`src/rtl/alu_wb_buffer.sv`:
```
// In-order writeback buffer between the ALU and the register file, with zero/negative flags.
// Optional macro ALU_WB_FWD_EN adds a combinational forwarding lookup over occupied entries.
module alu_wb_buffer #(
  parameter int DATA_W = 32,
  parameter int REG_AW = 5,
  parameter int DEPTH  = 2
) (
  input  logic                       clk,
  input  logic                       rst_n,
  input  logic                       in_valid,
  output logic                       in_ready,
  input  logic signed [DATA_W-1:0]   in_result,
  input  logic        [REG_AW-1:0]   in_rd,
  input  logic                       in_we,
  output logic                       out_valid,
  input  logic                       out_ready,
  output logic signed [DATA_W-1:0]   out_result,
  output logic        [REG_AW-1:0]   out_rd,
  output logic                       out_we,
  output logic                       out_zero,
  output logic                       out_neg,
`ifdef ALU_WB_FWD_EN
  input  logic        [REG_AW-1:0]   fwd_rs,
  output logic                       fwd_hit,
  output logic signed [DATA_W-1:0]   fwd_data,
`endif
  output logic [$clog2(DEPTH):0]     count
);

  localparam int PW = $clog2(DEPTH);
  localparam int CW = PW + 1;
  localparam logic [PW-1:0] PTR_ONE  = PW'(1);
  localparam logic [CW-1:0] CNT_ONE  = CW'(1);
  localparam logic [CW-1:0] CNT_FULL = CW'(DEPTH);

  logic signed [DATA_W-1:0] r_res  [DEPTH];
  logic        [REG_AW-1:0] r_rd   [DEPTH];
  logic                     r_we   [DEPTH];
  logic                     r_zero [DEPTH];
  logic                     r_neg  [DEPTH];
  logic        [PW-1:0]     r_wptr;
  logic        [PW-1:0]     r_rptr;
  logic        [CW-1:0]     r_count;

  logic w_push;
  logic w_pop;

  assign in_ready  = (r_count != CNT_FULL);
  assign out_valid = (r_count != '0);
  assign w_push    = in_valid & in_ready;
  assign w_pop     = out_valid & out_ready;

  assign out_result = r_res[r_rptr];
  assign out_rd     = r_rd[r_rptr];
  assign out_we     = r_we[r_rptr];
  assign out_zero   = r_zero[r_rptr];
  assign out_neg    = r_neg[r_rptr];
  assign count      = r_count;

  // Flags are resolved at push so the head entry drives outputs straight from flops.
  always_ff @(posedge clk or negedge rst_n) begin
    if (!rst_n) begin
      r_wptr  <= '0;
      r_rptr  <= '0;
      r_count <= '0;
      for (int i = 0; i < DEPTH; i++) begin
        r_res[i]  <= '0;
        r_rd[i]   <= '0;
        r_we[i]   <= 1'b0;
        r_zero[i] <= 1'b0;
        r_neg[i]  <= 1'b0;
      end
    end else begin
      if (w_push) begin
        r_res[r_wptr]  <= in_result;
        r_rd[r_wptr]   <= in_rd;
        r_we[r_wptr]   <= in_we & (in_rd != '0);
        r_zero[r_wptr] <= (in_result == '0);
        r_neg[r_wptr]  <= in_result[DATA_W-1];
        r_wptr         <= r_wptr + PTR_ONE;
      end
      if (w_pop) begin
        r_rptr <= r_rptr + PTR_ONE;
      end
      if (w_push && !w_pop) begin
        r_count <= r_count + CNT_ONE;
      end else if (w_pop && !w_push) begin
        r_count <= r_count - CNT_ONE;
      end
    end
  end

`ifdef ALU_WB_FWD_EN
  logic [PW-1:0] w_idx;

  // Walk oldest to youngest so the most recently pushed match wins.
  always_comb begin
    fwd_hit  = 1'b0;
    fwd_data = '0;
    w_idx    = r_rptr;
    for (int i = 0; i < DEPTH; i++) begin
      w_idx = r_rptr + PW'(i);
      if ((CW'(i) < r_count) && r_we[w_idx] && (r_rd[w_idx] == fwd_rs) && (fwd_rs != '0)) begin
        fwd_hit  = 1'b1;
        fwd_data = r_res[w_idx];
      end
    end
  end
`endif

endmodule

```
`config.mk`:
```
export PLATFORM = sky130hd
export DESIGN_NAME = alu_wb_buffer
export DESIGN_NICKNAME = d
export VERILOG_FILES = /design/src/rtl/alu_wb_buffer.sv
export SDC_FILE = /design/constraint.sdc
export NUM_CORES = 1
export LEC_CHECK = 0
export CAP_MARGIN = 20
export CORE_MARGIN = 5
export CORE_UTILIZATION = 30
export CTS_BUF_LIST = sky130_fd_sc_hd__clkbuf_2 sky130_fd_sc_hd__clkbuf_4 sky130_fd_sc_hd__clkbuf_8
export DETAILED_ROUTE_END_ITERATION = 6
export GPL_TIMING_DRIVEN = 0
export SLEW_MARGIN = 20
export SYNTH_ARGS = -nofsm -noshare
export SYNTH_HDL_FRONTEND = slang
export SYNTH_SLANG_ARGS = --single-unit
```
`constraint.sdc`:
```
create_clock -name clk -period 1.8 [get_ports clk]
set_input_delay 0.36 -clock clk [delete_from_list [all_inputs] [get_ports clk]]
set_output_delay 0.36 -clock clk [all_outputs]
set_load 0.05 [all_outputs]
```
==> flow_summary.rst <==
.. list-table::
   :header-rows: 1

   * - Metric
     - Value
   * - Violations in the final reports
     - negative setup slack
   * - Category of the worst setup path capture point
     - output pin
   * - Transition time of the tightest slew-check pin
     - 551 ps
   * - Setup-failing EPs final
     - 40
   * - Synthesized cell area
     - 3710 um2
   * - Sink Count
     - 82
   * - Mean instance size in the synthesized netlist
     - 15.1 um2
   * - Max-slew headroom at the worst pin
     - 62.9%
   * - Post-detailed-routing wire length
     - 8530 um
   * - Vias in the first global route
     - 2,663
   * - Die X
     - 121 um
   * - Count of cell types in the netlist
     - 25
   * - Layout cell share with drive strength beyond 1
     - 56.5%
   * - Final hold violations
     - 0
   * - Fill count
     - 1,132
   * - Finished layout cell area
     - 5250 um2
   * - CTS H-Tree Depth
     - 3
   * - Post-detailed-route DRC marker count
     - 0
   * - FFs w/ async S/R, synth
     - 100%
   * - Worst-skew pair later-pin latency
     - 360 ps
   * - Tmin final
     - 1970 ps
   * - Maximum number of pins on one net before global-route repair
     - 47
   * - Cells along the critical path
     - buf_8 > mux2_4 > buf_6 > buf_8
   * - Period utilization
     - 109%
   * - Antenna diode count
     - 0
   * - Register bit count reported by yosys
     - 82
   * - CP max stage delay
     - 490 ps
   * - Result of the run
     - finished, violations left
   * - Worst endpoint data arrival time
     - 1610 ps
   * - Via count normalized by instance count
     - 4.51
   * - Worst hold slack across all endpoints
     - 492 ps
   * - Aggregate negative setup slack
     - -4190 ps
   * - Net count after synthesis
     - 288
   * - Critical Path Source Type
     - flip-flop
   * - Critical R2R Launch
     - count[1]
   * - Total track usage
     - 12.5%
   * - Buffering stage count on the worst path with inverters included
     - 3
   * - Number of maximum-capacitance violations
     - 0
   * - Final WS setup
     - -168 ps
   * - Row cnt
     - 40
   * - Ports placed on the boundary
     - 86
   * - Max Buffers Root-to-Sink
     - 2
   * - Detailed Place HPWL
     - 6000 um
   * - Capture point of the worst reg-to-reg path
     - r_rd[7]
   * - Most used flip-flop cell after synthesis
     - dfrtp_1
   * - Total overflow reported by the global router
     - 0
   * - Worst-path clk slew
     - 80 ps
   * - Final RePlAce weighted congestion
     - 0.727
   * - Antenna violations before repair
     - 0
   * - Total CTS buffers
     - 9
   * - Maximum fanout along the worst path
     - 5
   * - Instance count of the mapped netlist
     - 245
   * - Floorplan core area
     - 12,100 um2
   * - Starting DRT DRC Count
     - 85
   * - Worst min path class
     - input pin to asynchronous set/reset pin
   * - CTS tree
     - yes
   * - Maximum operating frequency
     - 0.508 GHz
   * - Seq/Total Area, Yosys
     - 55.3%
   * - Vias after detailed routing
     - 2,356
   * - Setup repair after global routing missed its margin
     - true
   * - Initial Utilization
     - 30.7%
   * - I/O Buffers
     - 85
   * - Post-route clock skew
     - 8.49 ps
   * - Die Outline Area
     - 14,700 um2
   * - Cell area after placement
     - 4800 um2
   * - Synth warn
     - 0
   * - Die outline height
     - 121 um
   * - Most common cell on crit path
     - buf_8
   * - Clock Root Buffer
     - clkbuf_8
   * - Critical Path RT
     - 1440 ps
   * - Net count, final
     - 392
   * - Wire length of the first global-routing pass
     - 14,100 um
   * - Average wire per cell in the routed design
     - 16.3 um
   * - Area added between synthesis and finish
     - 41.5%
   * - Final number of max-transition violations
     - 0
   * - Slowest CP cell
     - dfrtp_2
   * - Share of the core filled with cells
     - 43.5%
   * - Total iterations of the first detailed-routing run
     - 3
   * - EDFF count, synth
     - 0
   * - Reg-to-reg slack, setup
     - 120 ps
   * - Family with the most delay on the worst path
     - flip-flops
   * - Count of cells along the worst register-to-register path
     - 5
   * - Category of the most critical setup path
     - flip-flop to output pin
   * - Antenna-violating nets left
     - 0
[final cells by class]
type	count	area [um2]	share of cell area, %
buffer	13	159	3.03
clock buffer	14	180	3.44
clock inverter	2	10.0	0.191
inverter	3	13.8	0.262
multi-input combinational	147	1620	30.8
sequential	82	2060	39.2
tap	168	210	4.01
timing repair buffer	93	998	19.0
[worst reg2reg max path: cells and delay by family (launching register included)]
family	cells	cell delay, ps
buffers and inverters	2	360
DFF	1	430
muxes	1	350
and+or+nand+nor	2	410
[metal layers]
metal | vias to the layer above | routed length (um) | track usage (%)
li1 | 1103 | - | -
met1 | 1185 | 3840 | 15.7
met2 | 59 | 4110 | 20.1
met3 | 9 | 462 | 4.71
met4 | 0 | 119 | 3.99
met5 | - | 0 | 0
[worst max-delay path by stage]
stage | cells after the start | to | start
2_1_floorplan | 3 | out_result[31] | r_rptr
3_3_place_gp | 1 | count[1] | rst_n
3_5_place_dp | 4 | out_result[31] | r_rptr
4_1_cts | 4 | out_result[3] | r_rptr
5_1_grt | 4 | out_result[31] | r_rptr
6_report | 4 | out_result[31] | r_rptr
[timing repair]
item,in CTS,in global routing
hold buffers,1,0
hold endpoints to repair,36,0
pin swaps,1,1
gates cloned,1,0
setup buffers,2,4
endpoints found under the setup margin,74,41
resized for setup,324,15
[stage by stage]
stage / setup slack, ps / cells
2_1_floorplan: 7.49 / 245
4_1_cts: -195 / 519
5_1_grt: -240 / 522
3_3_place_gp: -2900 / 498
6_report: -168 / 522
3_5_place_dp: -760 / 499
[cell usage after synthesis (2+ instances only)]
cell type | n | area, um2
buf_1 | 3 | 11.3
buf_2 | 2 | 10.0
buf_6 | 6 | 67.6
dfrtp_1 | 82 | 2050
inv_1 | 2 | 7.51
mux2_2 | 105 | 1180
mux2_4 | 8 | 120
nand4_1 | 2 | 12.5
nor2_1 | 2 | 7.51
nor4_1 | 8 | 50.1
o21ai_0 | 3 | 15.0
o31ai_1 | 6 | 45.0
xnor2_1 | 3 | 26.3
xor2_1 | 2 | 17.5
[cells in the final DEF (no fill, tap or decap), types with 2 or more instances in the layout]
cell	instances
nand4_1	2
clkbuf_8	12
buf_6	37
buf_8	13
clkinv_2	2
inv_1	2
clkdlybuf4s50_1	40
xor2_1	2
o21ai_0	3
clkbuf_4	2
mux2_4	27
mux2_2	86
o31ai_1	6
dfrtp_2	3
dlygate4sd2_1	2
buf_2	7
xnor2_1	3
nor2_1	2
dfrtp_1	79
buf_4	4
nor4_1	8
[flip-flops by register name (all words and copies together) (netlist names)]
register,count
r_zero,2
r_wptr,1
r_rptr,1
r_neg,1
r_we,2
count,2
r_res,63
r_rd,10
[cell families (layout without fill, tap and decap cells)]
kind of cell | after synthesis | in the layout | share of synthesized area [%]
multiplexers | 113 | 113 | 35.1
flip-flops | 82 | 82 | 55.3
AND/OR/NAND/NOR | 19 | 19 | 3.38
buffers and inverters | 16 | 125 | 3.00
AO/OA/AOI/OAI | 9 | 9 | 1.62
XOR/XNOR | 5 | 5 | 1.18
adder cells (fa/ha/maj) | 1 | 1 | 0.337
Power is left out: the tool's default activity adds up to more than one toggle a clock period on the data nets, which glitch-free logic cannot reach.
